**config.mk**
```make
export PLATFORM = sky130hd
export DESIGN_NAME = jtag_ir_param
export DESIGN_NICKNAME = d
export VERILOG_FILES = /design/src/rtl/jtag_ir_param.sv
export SDC_FILE = /design/constraint.sdc
export NUM_CORES = 1
export LEC_CHECK = 0
export BUFFER_PORTS_ARGS = -buffer_cell sky130_fd_sc_hd__buf_2
export CAP_MARGIN = 20
export CORE_UTILIZATION = 25
export CTS_BUF_LIST = sky130_fd_sc_hd__clkbuf_16
export CTS_CLUSTER_SIZE = 16
export DETAILED_ROUTE_END_ITERATION = 7
export PLACE_DENSITY = 0.52
export SYNTH_ARGS = -nofsm -noshare
export SYNTH_HDL_FRONTEND = slang
export SYNTH_SLANG_ARGS = --single-unit
```
**constraint.sdc**
```tcl
create_clock -name clock -period 0.8 [get_ports clock]
set_input_delay 0.08 -clock clock [delete_from_list [all_inputs] [get_ports clock]]
set_output_delay 0.08 -clock clock [all_outputs]
set_load 0.1 [all_outputs]
```
**src/rtl/jtag_ir_param.sv**
```systemverilog
// Parametrised JTAG instruction register: capture/shift/update stages with one-hot decode.
// Any opcode other than EXTEST, SAMPLE or IDCODE decodes to BYPASS.
module jtag_ir_param #(
    parameter int                    IR_WIDTH  = 4,
    parameter logic [IR_WIDTH-1:0]   OP_EXTEST = IR_WIDTH'(4'b0000),
    parameter logic [IR_WIDTH-1:0]   OP_SAMPLE = IR_WIDTH'(4'b0001),
    parameter logic [IR_WIDTH-1:0]   OP_IDCODE = IR_WIDTH'(4'b0010)
) (
    input  logic                  clock,
    input  logic                  reset,
    input  logic                  captureir,
    input  logic                  shiftir,
    input  logic                  updateir,
    input  logic                  tdi,
    input  logic [IR_WIDTH-3:0]   capture_status,
    output logic                  tdo,
    output logic [IR_WIDTH-1:0]   instr,
    output logic                  sel_extest,
    output logic                  sel_sample,
    output logic                  sel_idcode,
    output logic                  sel_bypass
);

    logic [IR_WIDTH-1:0] sr;
    logic [IR_WIDTH-1:0] ir;

    // update always samples the pre-edge sr, so shift+update on one edge is well defined
    always_ff @(posedge clock) begin
        if (reset) begin
            sr <= {{(IR_WIDTH-2){1'b0}}, 2'b01};
            ir <= OP_IDCODE;
        end else begin
            if (captureir)
                sr <= {capture_status, 2'b01};
            else if (shiftir)
                sr <= {tdi, sr[IR_WIDTH-1:1]};
            if (updateir)
                ir <= sr;
        end
    end

    assign tdo   = sr[0];
    assign instr = ir;

    always_comb begin
        sel_extest = 1'b0;
        sel_sample = 1'b0;
        sel_idcode = 1'b0;
        sel_bypass = 1'b0;
        if (ir == OP_EXTEST)
            sel_extest = 1'b1;
        else if (ir == OP_SAMPLE)
            sel_sample = 1'b1;
        else if (ir == OP_IDCODE)
            sel_idcode = 1'b1;
        else
            sel_bypass = 1'b1;
    end

endmodule

```
Yosys cells after proc, flatten, opt, wreduce, memory -nomap -nowiden. Index checks and enable logic that the tools add are counted.

Register bits: 8. Latch bits: 0. RAM bits: 0. ROM bits: 0. Bits of input ports: 8. Output and inout port bits: 9. Logic and storage cells: 19. Memories: 0.

$add $sub $neg: 0. Multiply operators: 0. Div/mod/pow operators: 0. Magnitude comparators: 0. Eq/ne operators: 2. Shift operators: 0. Muxes and demuxes: 11. Bitwise operators: 0. Reductions and logical operators: 3.

Operators with widths (number): 1-bit two-way mux (9); 4-bit two-way mux (2); 4-bit by 1-bit == test with 1-bit output, second input constant (1); 4-bit by 2-bit == test with 1-bit output, second input constant (1); 4-bit zero test (1); 2-bit nonzero test (1); 2-bit OR reduction (1).

Longest topological paths before layout. Gate-level depths: netlist of the first run.

Depth in word-level cells: 4. Depth in mapped cells: 3. Mapped depth without buffers: 2.

Worst setup path before layout of the first run. OpenSTA, ideal clock, no wires.

Kind: flip-flop to output port. From: reg ir[0] (netlist: instr[0]). To: out sel_sample. Data arrival time: 4157 ps. Required time: 720 ps. Slack: -3437 ps. Cell stages (with the launch flop): 2. Path buffers: 0. Cells stage by stage: dfxtp_1 nor4b_1.

Word-level cells in the longest chain between the ends: 3. Elaborated cells between the ends (all ways): 4. Classes of those cells: 1 x eq/ne; 2 x mux; 1 x reduce/logical.

RTL lines: from (decl) (RTL line 25) `logic [IR_WIDTH-1:0] ir;`; from (signal assigned) (RTL line 38) `ir <= sr;`; 4-bit by 1-bit == test with 1-bit output (RTL line 52) `else if (ir == OP_SAMPLE)`; 1-bit two-way mux (RTL line 52); 1-bit two-way mux (*) (RTL line 50) `if (ir == OP_EXTEST)`; to (decl) (RTL line 19) `output logic sel_sample,`.

Mark *: on every way between the ends. The rest lies on a longest branch, timed or not.

Worst setup path after layout of the first run.
From: reg ir[0] (netlist: instr[0]). To: out sel_idcode.

Word-level cells in the longest chain between the ends: 4. Elaborated cells between the ends (all ways): 6. Classes of those cells: 2 x eq/ne; 3 x mux; 1 x reduce/logical.

RTL lines: 4-bit by 2-bit == test with 1-bit output (RTL line 54) `else if (ir == OP_IDCODE)`; 1-bit two-way mux (RTL line 54); 1-bit two-way mux (RTL line 52); 1-bit two-way mux (*) (RTL line 50); to (decl) (RTL line 20) `output logic sel_idcode,`.

Marks and branches as above.

==> metrics.yaml, run 1 <==
crit_family: "flip-flops"
antennaDiodeCount: 0
grt.total_usage_pct: 14.29
clock-root-buffer: "clkbuf_16"
skew_ns: 0.002187
port_buffers: 16
cts_tree: "built"
switchingPower_uw: 577.0
routed_wl_um: 841
finalSetupViolations: 12
dp_hpwl_um: 598.4
io_pins: 17
via_per_inst: 4.566
dr.first_iter.drc_count: 2
path_buf_inv: 1
startpoint_type: "flop"
worstMarginPinSlew_ns: 0.2755
finalMaxSlewViolations: 0
worst-setup-path-type: "reg -> out"
postSynthAreaPerCell_um2: 10.08
drt_first_pass_iters: 4
synth-seq-area-share_pct: 45.39
core_um2: 1301
place_ws_ns: -0.2420
grt_pass1_wl_mm: 1.352
ctsHoldBuffers: 0
power_frac_clock_pct: 45.2
dieHeight_um: 39.57
combPwrFrac_pct: 30.3
first_global_vias: 323
num-nets-final: 70
arrival_ns: 1.15
outcome: "complete, but fails checks"
syn_nets: 43
row_count: 13
dieArea_um2: 1565
final_common_cell: "buf_12"
synth_top_cell_by_area: "dfxtp_1"
period_share_pct: 154.1
internal_power_mw: 1.305
yosys_warnings: 0
layout_common_cells: "8 x buf_12, 7 x mux2i_1, 7 x buf_2"
p_leak_nw: 0.3682
hp-class: "in -> reg"
relSlewSlack_pct: 81.56
crit_path_end_kind: "primary output"
ys_types: 14
die_w_um: 39.57
worstSkewPairLatency_ns: 0.23
fmax_mhz: 811.1
initial_core_util_pct: 27.12
drive_above_1_share_pct: 62.30
vias: 347
hold_violations: 0
grt_max_degree: 9
fin_crit_ns: 1.233
worstPathCellList: "nor4b_4 -> buf_12"
crit_required_ns: 0.72
drc_errors: 0
syn_to_final_growth_pct: 125.5
powerDensity_nw_per_um2: 2365
slowest_delay_ns: 0.36
clock_sinks: 8
failed_checks: "negative setup slack"
swShare_pct: 30.67
slowest_stage: "dfxtp_4"
grt-ovfl-total: 0
drt.antenna.violating_nets: 0
total_power_mw: 1.882
htree_levels: 1
antenna_found_initial: 0
crit_path_max_fanout: 5
worst_slack_ns: -0.4330
cts_max_path_buffers: 2
synth.area.top_cells: "dfxtp_1 45%, mux2i_1 20%, nor2b_1 5.3%, a211o_1 5.0%, nor4b_1 5.0%"
maxCapViolations: 0
irDropWorstVdd_mv: 1.284
syn_area_um2: 352.8
wl_per_cell_um: 11.07
synth_top_area_share_pct: 45.39
fillers: 111
ys_ff_latch: 8
cts_made_buffers: 3
finalSetupTns_ns: -2.736
seqPwrFrac_pct: 24.5
clkTransAtPathRegs_ns: 0.04
rsz0062_at_grt: "true"
place.gp.congestion: 0.6406
synthCells: 35
[registers in the layout (all words and copies together), names as in the netlist]
name / flops
instr: 4
sr: 4
[cell families after synthesis]
logic type	after synthesis	synth area share (%)
buffers and inverters	4	6.734
and+or+nand+nor	12	18.79
muxes	7	19.86
AOI/OAI and AO/OA	4	9.220
DFF	8	45.39
[synthesized netlist by cell type]
| master | number |
|---|---|
| inv_1 | 1 |
| nor4b_1 | 2 |
| nor2_1 | 4 |
| buf_6 | 1 |
| dfxtp_1 | 8 |
| clkbuf_2 | 1 |
| nor4_1 | 1 |
| a211oi_1 | 2 |
| nor2b_1 | 3 |
| nand2_1 | 1 |
| nor3_1 | 1 |
| clkbuf_1 | 1 |
| mux2i_1 | 7 |
| a211o_1 | 2 |
[metal layers]
metal	track usage [%]	share of wire [%]	up-vias
li1	-	-	175
met4	15.52	4.5	0
met5	0	0	-
met1	14.43	39	148
met3	5.114	8.4	5
met2	21.31	47	19
[what timing repair did]
item | in CTS | in global routing
pin swaps | 1 | 3
buffers inserted | 2 | 3
gates cloned | 0 | 0
gates resized for setup | 5 | 5
setup endpoints to repair | 10 | 12
[power by group through the flow]
| stage | logic [mW] | clock network (mW) | registers, mW |
|---|---|---|---|
| 2_1_floorplan | 0.243 | 0 | 0.571 |
| 3_3_place_gp | 0.528 | 0 | 0.465 |
| 3_5_place_dp | 0.530 | 0 | 0.466 |
| 4_1_cts | 0.553 | 0.867 | 0.461 |
| 5_1_grt | 0.592 | 0.883 | 0.467 |
| 6_report | 0.570 | 0.850 | 0.461 |
[cell type report]
cell class,instances,area (um^2),area share (%)
Sequential cell,8,178.9,22.48
Clock inverter,1,3.754,0.4717
Timing Repair Buffer,25,292.8,36.79
Inverter,1,3.754,0.4717
Multi-Input combinational cell,23,222.7,27.99
Tap cell,15,18.77,2.358
Clock buffer,3,75.07,9.434
[worst paths after layout]
path / from / cells after the start / to / slack, ns
worst min-delay path: captureir / 2 / sr[1] / 0.06
worst max register to register: instr[0] / 4 / instr[0] / -0.09
worst max-delay path: instr[0] / 2 / sel_idcode / -0.43
worst min register to register: sr[1] / 1 / instr[1] / 0.49
[stage by stage]
stage | hold slack (ns) | instances | instance area, um^2 | util [%]
after floorplan | 0.1593 | 35 | 417.9 | -
after global placement | 0.3051 | 68 | 654.4 | 50.29
after detailed placement | 0.3074 | 68 | 654.4 | 50.29
after CTS | 0.06311 | 74 | 765.7 | 58.85
after global routing | 0.08296 | 76 | 795.8 | 61.15
final | 0.06153 | 76 | 795.8 | 61.15
Power figures use the tool's default switching activity.
==> run 2, diff against run 1 <==
- clock period: 0.8 -> 1.1 ns (I/O delays scaled with it)
==> metrics.yaml, run 2 (synthesis gave the netlist of run 1 again) <==
io_pins: 17
crit_required_ns: 0.99
fillers: 119
grt-ovfl-total: 0
fmax_mhz: 801.4
cts_made_buffers: 3
cts_max_path_buffers: 2
timing.rr.start: "instr[1]"
finalSetupViolations: 4
worstMarginPinSlew_ns: 0.2670
combPwrFrac_pct: 29.0
ctsHoldBuffers: 0
place_ws_ns: 0.01276
outcome: "complete, but fails checks"
port_buffers: 16
antennaDiodeCount: 0
vias: 322
grt.total_usage_pct: 12.40
antenna_found_initial: 0
drt.antenna.violating_nets: 0
crit_path_end_kind: "primary output"
core_um2: 1301
irDropWorstVdd_mv: 0.9799
powerDensity_nw_per_um2: 1821
swShare_pct: 29.80
internal_power_uw: 918.3
worstSkewPairLatency_ns: 0.23
hold_violations: 0
skew_ns: 0.0001922
fin_crit_ns: 1.248
final_common_cell: "buf_12"
period_share_pct: 113.4
via_per_inst: 4.667
drc_errors: 0
dieArea_um2: 1565
dieHeight_um: 39.57
syn_to_final_growth_pct: 103.5
grt_max_degree: 9
drt_first_pass_iters: 2
place.gp.congestion: 0.6190
drive_above_1_share_pct: 57.41
clock-root-buffer: "clkbuf_16"
hp-class: "in -> reg"
seqPwrFrac_pct: 26.0
arrival_ns: 1.14
relSlewSlack_pct: 82.12
clock_sinks: 8
die_w_um: 39.57
place_inst: 64
p_leak_nw: 0.3210
num-nets-final: 64
final_area_um2: 718.2
htree_levels: 1
min-delay-start: "captureir"
multi_input_area_um2: 215.2
grt_pass1_wl_mm: 1.276
routed_wl_um: 737
final_cells: 69
initial_core_util_pct: 27.12
cts_tree: "built"
finalSetupTns_ns: -0.5481
crit_start: "instr[2]"
total_power_mw: 1.308
switchingPower_uw: 389.8
postPlaceCellArea_um2: 621.8
startpoint_type: "flop"
dr.first_iter.drc_count: 6
crit_path_max_fanout: 6
maxCapViolations: 0
failed_checks: "negative setup slack"
worst-setup-path-type: "reg -> out"
ff_latch_area_um2: 176.4
rsz0062_at_grt: "true"
first_global_vias: 303
worst_slack_ns: -0.1478
clkTransAtPathRegs_ns: 0.03
finalMaxSlewViolations: 0
row_count: 13
layout_common_cells: "8 x buf_12, 7 x mux2i_1, 7 x buf_2"
wl_per_cell_um: 10.68
power_frac_clock_pct: 45.0
-- run 2: final cells by class --
| type | count | area share, % |
|---|---|---|
| Timing Repair Buffer | 19 | 31.88 |
| Multi-Input combinational cell | 23 | 29.97 |
| Sequential cell | 8 | 24.56 |
| Clock buffer | 3 | 10.45 |
| Tap cell | 15 | 2.613 |
| Inverter | 1 | 0.5226 |
-- run 2: worst paths after layout --
check	end	slack, ns	depth (start not counted)
worst max-delay path	sel_idcode	-0.15	2
worst min-delay path	sr[1]	0.10	2
worst max register to register	instr[1]	0.15	3
worst min register to register	instr[1]	0.49	1
-- run 2: layer usage --
metal | share of wire (%) | global-route usage (%) | vias up | wire length, um
li1 | - | - | 163 | -
met3 | 7.1 | 3.977 | 2 | 52
met1 | 42 | 12.71 | 142 | 312
met5 | 0 | 0 | - | 0
met2 | 50 | 21.31 | 15 | 365
met4 | 0.95 | 7.759 | 0 | 7
-- run 2: critical path, cell delays in order (launching register included) --
cell     delay, ns
dfxtp_4       0.37
nor4b_4       0.32
buf_12        0.21
-- run 2: power by group through the flow --
stage	Sequential, mW	Clock [mW]	Combinational (mW)
3_5_place_dp	0.347	0	0.367
4_1_cts	0.341	0.606	0.381
5_1_grt	0.344	0.619	0.394
2_1_floorplan	0.417	0	0.177
6_report	0.340	0.589	0.379
3_3_place_gp	0.346	0	0.367
-- run 2: through the flow --
stage | hold WS (ns) | utilization [%]
2_1_floorplan | 0.1893 | -
3_3_place_gp | 0.3352 | 47.79
3_5_place_dp | 0.3430 | 47.79
4_1_cts | 0.1066 | 55.19
5_1_grt | 0.1206 | 55.19
6_report | 0.1039 | 55.19
-- run 2: what timing repair did --
item / CTS / global route
buffers inserted: 2 / 0
endpoints found under the setup margin: 4 / 4
resized for setup: 2 / 0
pin swaps: 2 / 2
==> run 3, diff against run 2 <==
- SETUP_SLACK_MARGIN: default -> 0.5
- SKIP_LAST_GASP: default -> 1
==> metrics.yaml, run 3 (synthesis gave the netlist of run 1 again) <==
clock_sinks: 8
worst_slack_ns: -0.1720
final_common_cell: "buf_12"
cts_max_path_buffers: 2
clkTransAtPathRegs_ns: 0.04
dieArea_um2: 1565
vias: 335
htree_levels: 1
hp-class: "in -> reg"
dp_hpwl_um: 609.4
powerDensity_nw_per_um2: 1763
maxCapViolations: 0
crit_path_end_kind: "primary output"
arrival_ns: 1.16
path_buf_inv: 1
switchingPower_uw: 404.2
cts_tree: "built"
worstMarginPinSlew_ns: 0.2790
grt_max_degree: 9
drc_errors: 0
wl_per_cell_um: 11.11
layout_common_cells: "8 x buf_12, 7 x mux2i_1, 7 x buf_2"
fillers: 117
drive_above_1_share_pct: 63.16
worst-setup-path-type: "reg -> out"
power_frac_clock_pct: 45.3
place.gp.congestion: 0.6289
startpoint_type: "flop"
port_buffers: 16
seqPwrFrac_pct: 25.5
failed_checks: "negative setup slack"
initial_core_util_pct: 27.12
num-nets-final: 66
clock-root-buffer: "clkbuf_16"
grt-ovfl-total: 0
relSlewSlack_pct: 81.26
crit_required_ns: 0.99
grt_pass1_wl_mm: 1.414
dieHeight_um: 39.57
drt.antenna.violating_nets: 0
die_w_um: 39.57
antennaDiodeCount: 0
finalMaxSlewViolations: 0
crit_family: "flip-flops"
worstPathCellList: "nor4_4 -> buf_12"
crit_path_max_fanout: 6
antenna_found_initial: 0
via_per_inst: 4.653
irDropWorstVdd_mv: 1.153
io_pins: 17
period_share_pct: 115.6
skew_ns: 0.003086
p_leak_nw: 0.3420
hold_violations: 0
slowest_delay_ns: 0.37
dr.first_iter.drc_count: 1
grt.total_usage_pct: 13.93
worstSkewPairLatency_ns: 0.23
outcome: "complete, but fails checks"
fmax_mhz: 786.2
fin_crit_ns: 1.272
rsz0062_at_grt: "true"
internal_power_uw: 932.3
swShare_pct: 30.24
combPwrFrac_pct: 29.2
finalSetupTns_ns: -0.6302
routed_wl_um: 800
drt_first_pass_iters: 2
row_count: 13
cts_made_buffers: 3
finalSetupViolations: 5
place_inst: 65
syn_to_final_growth_pct: 114.9
slowest_stage: "dfxtp_4"
holdWs_ns: 0.09053
first_global_vias: 343
final_cells: 72
core_um2: 1301
ctsHoldBuffers: 0
==> run 3: changes by cell type in the layout (fill, tap and decap cells not counted), sizes merged <==
| cell | change |
|---|---|
| buf | +2 |
| inv | +1 |
==> run 3: final timing paths <==
path / startpoint / end / slack [ns] / cells past startpoint
worst min-delay path: captureir / sr[1] / 0.09 / 2
worst max register to register: instr[1] / instr[1] / 0.16 / 3
worst min register to register: sr[1] / sr[0] / 0.47 / 2
worst max-delay path: instr[2] / sel_extest / -0.17 / 2
==> run 3: area by class of cell <==
class / count / area, um^2 / area share [%]
clock buffer: 3 / 75.07 / 9.901
tap: 15 / 18.77 / 2.475
multi-input combinational: 23 / 215.2 / 28.38
timing repair buffer: 21 / 259.0 / 34.16
inverter: 1 / 3.754 / 0.4950
sequential: 8 / 182.7 / 24.09
clock inverter: 1 / 3.754 / 0.4950
==> run 3: power groups by stage <==
stage	Combinational [mW]	Sequential, mW	Clock, mW
final	0.391	0.340	0.605
after global placement	0.370	0.343	0
after CTS	0.393	0.340	0.625
after floorplan	0.177	0.416	0
after global routing	0.408	0.343	0.643
after detailed placement	0.372	0.345	0
==> run 3: timing repair <==
item	in CTS	in global routing
gates cloned	0	0
buffers inserted	3	0
gates resized for setup	6	1
endpoints found under the setup margin	17	17
pin swaps	3	4
==> run 3: routing by layer <==
| layer | vias to the layer above | global-route usage, % | wire, um |
|---|---|---|---|
| li1 | 170 | - | - |
| met1 | 149 | 14.09 | 316 |
| met2 | 16 | 25.41 | 435 |
| met3 | 0 | 3.409 | 48 |
| met4 | 0 | 7.759 | 0 |
| met5 | - | 0 | 0 |
==> run 3: per-stage QoR <==
step / worst slack (ns) / util, % / area, um^2 / power [mW]
6_report: -0.1720 / 58.27 / 758.2 / 1.336
2_1_floorplan: -0.6729 / - / 420.4 / 0.5934
3_5_place_dp: 0.02294 / 48.75 / 634.4 / 0.7173
4_1_cts: -0.1640 / 57.98 / 754.5 / 1.358
5_1_grt: -0.2095 / 58.27 / 758.2 / 1.394
3_3_place_gp: 0.03022 / 48.75 / 634.4 / 0.7130
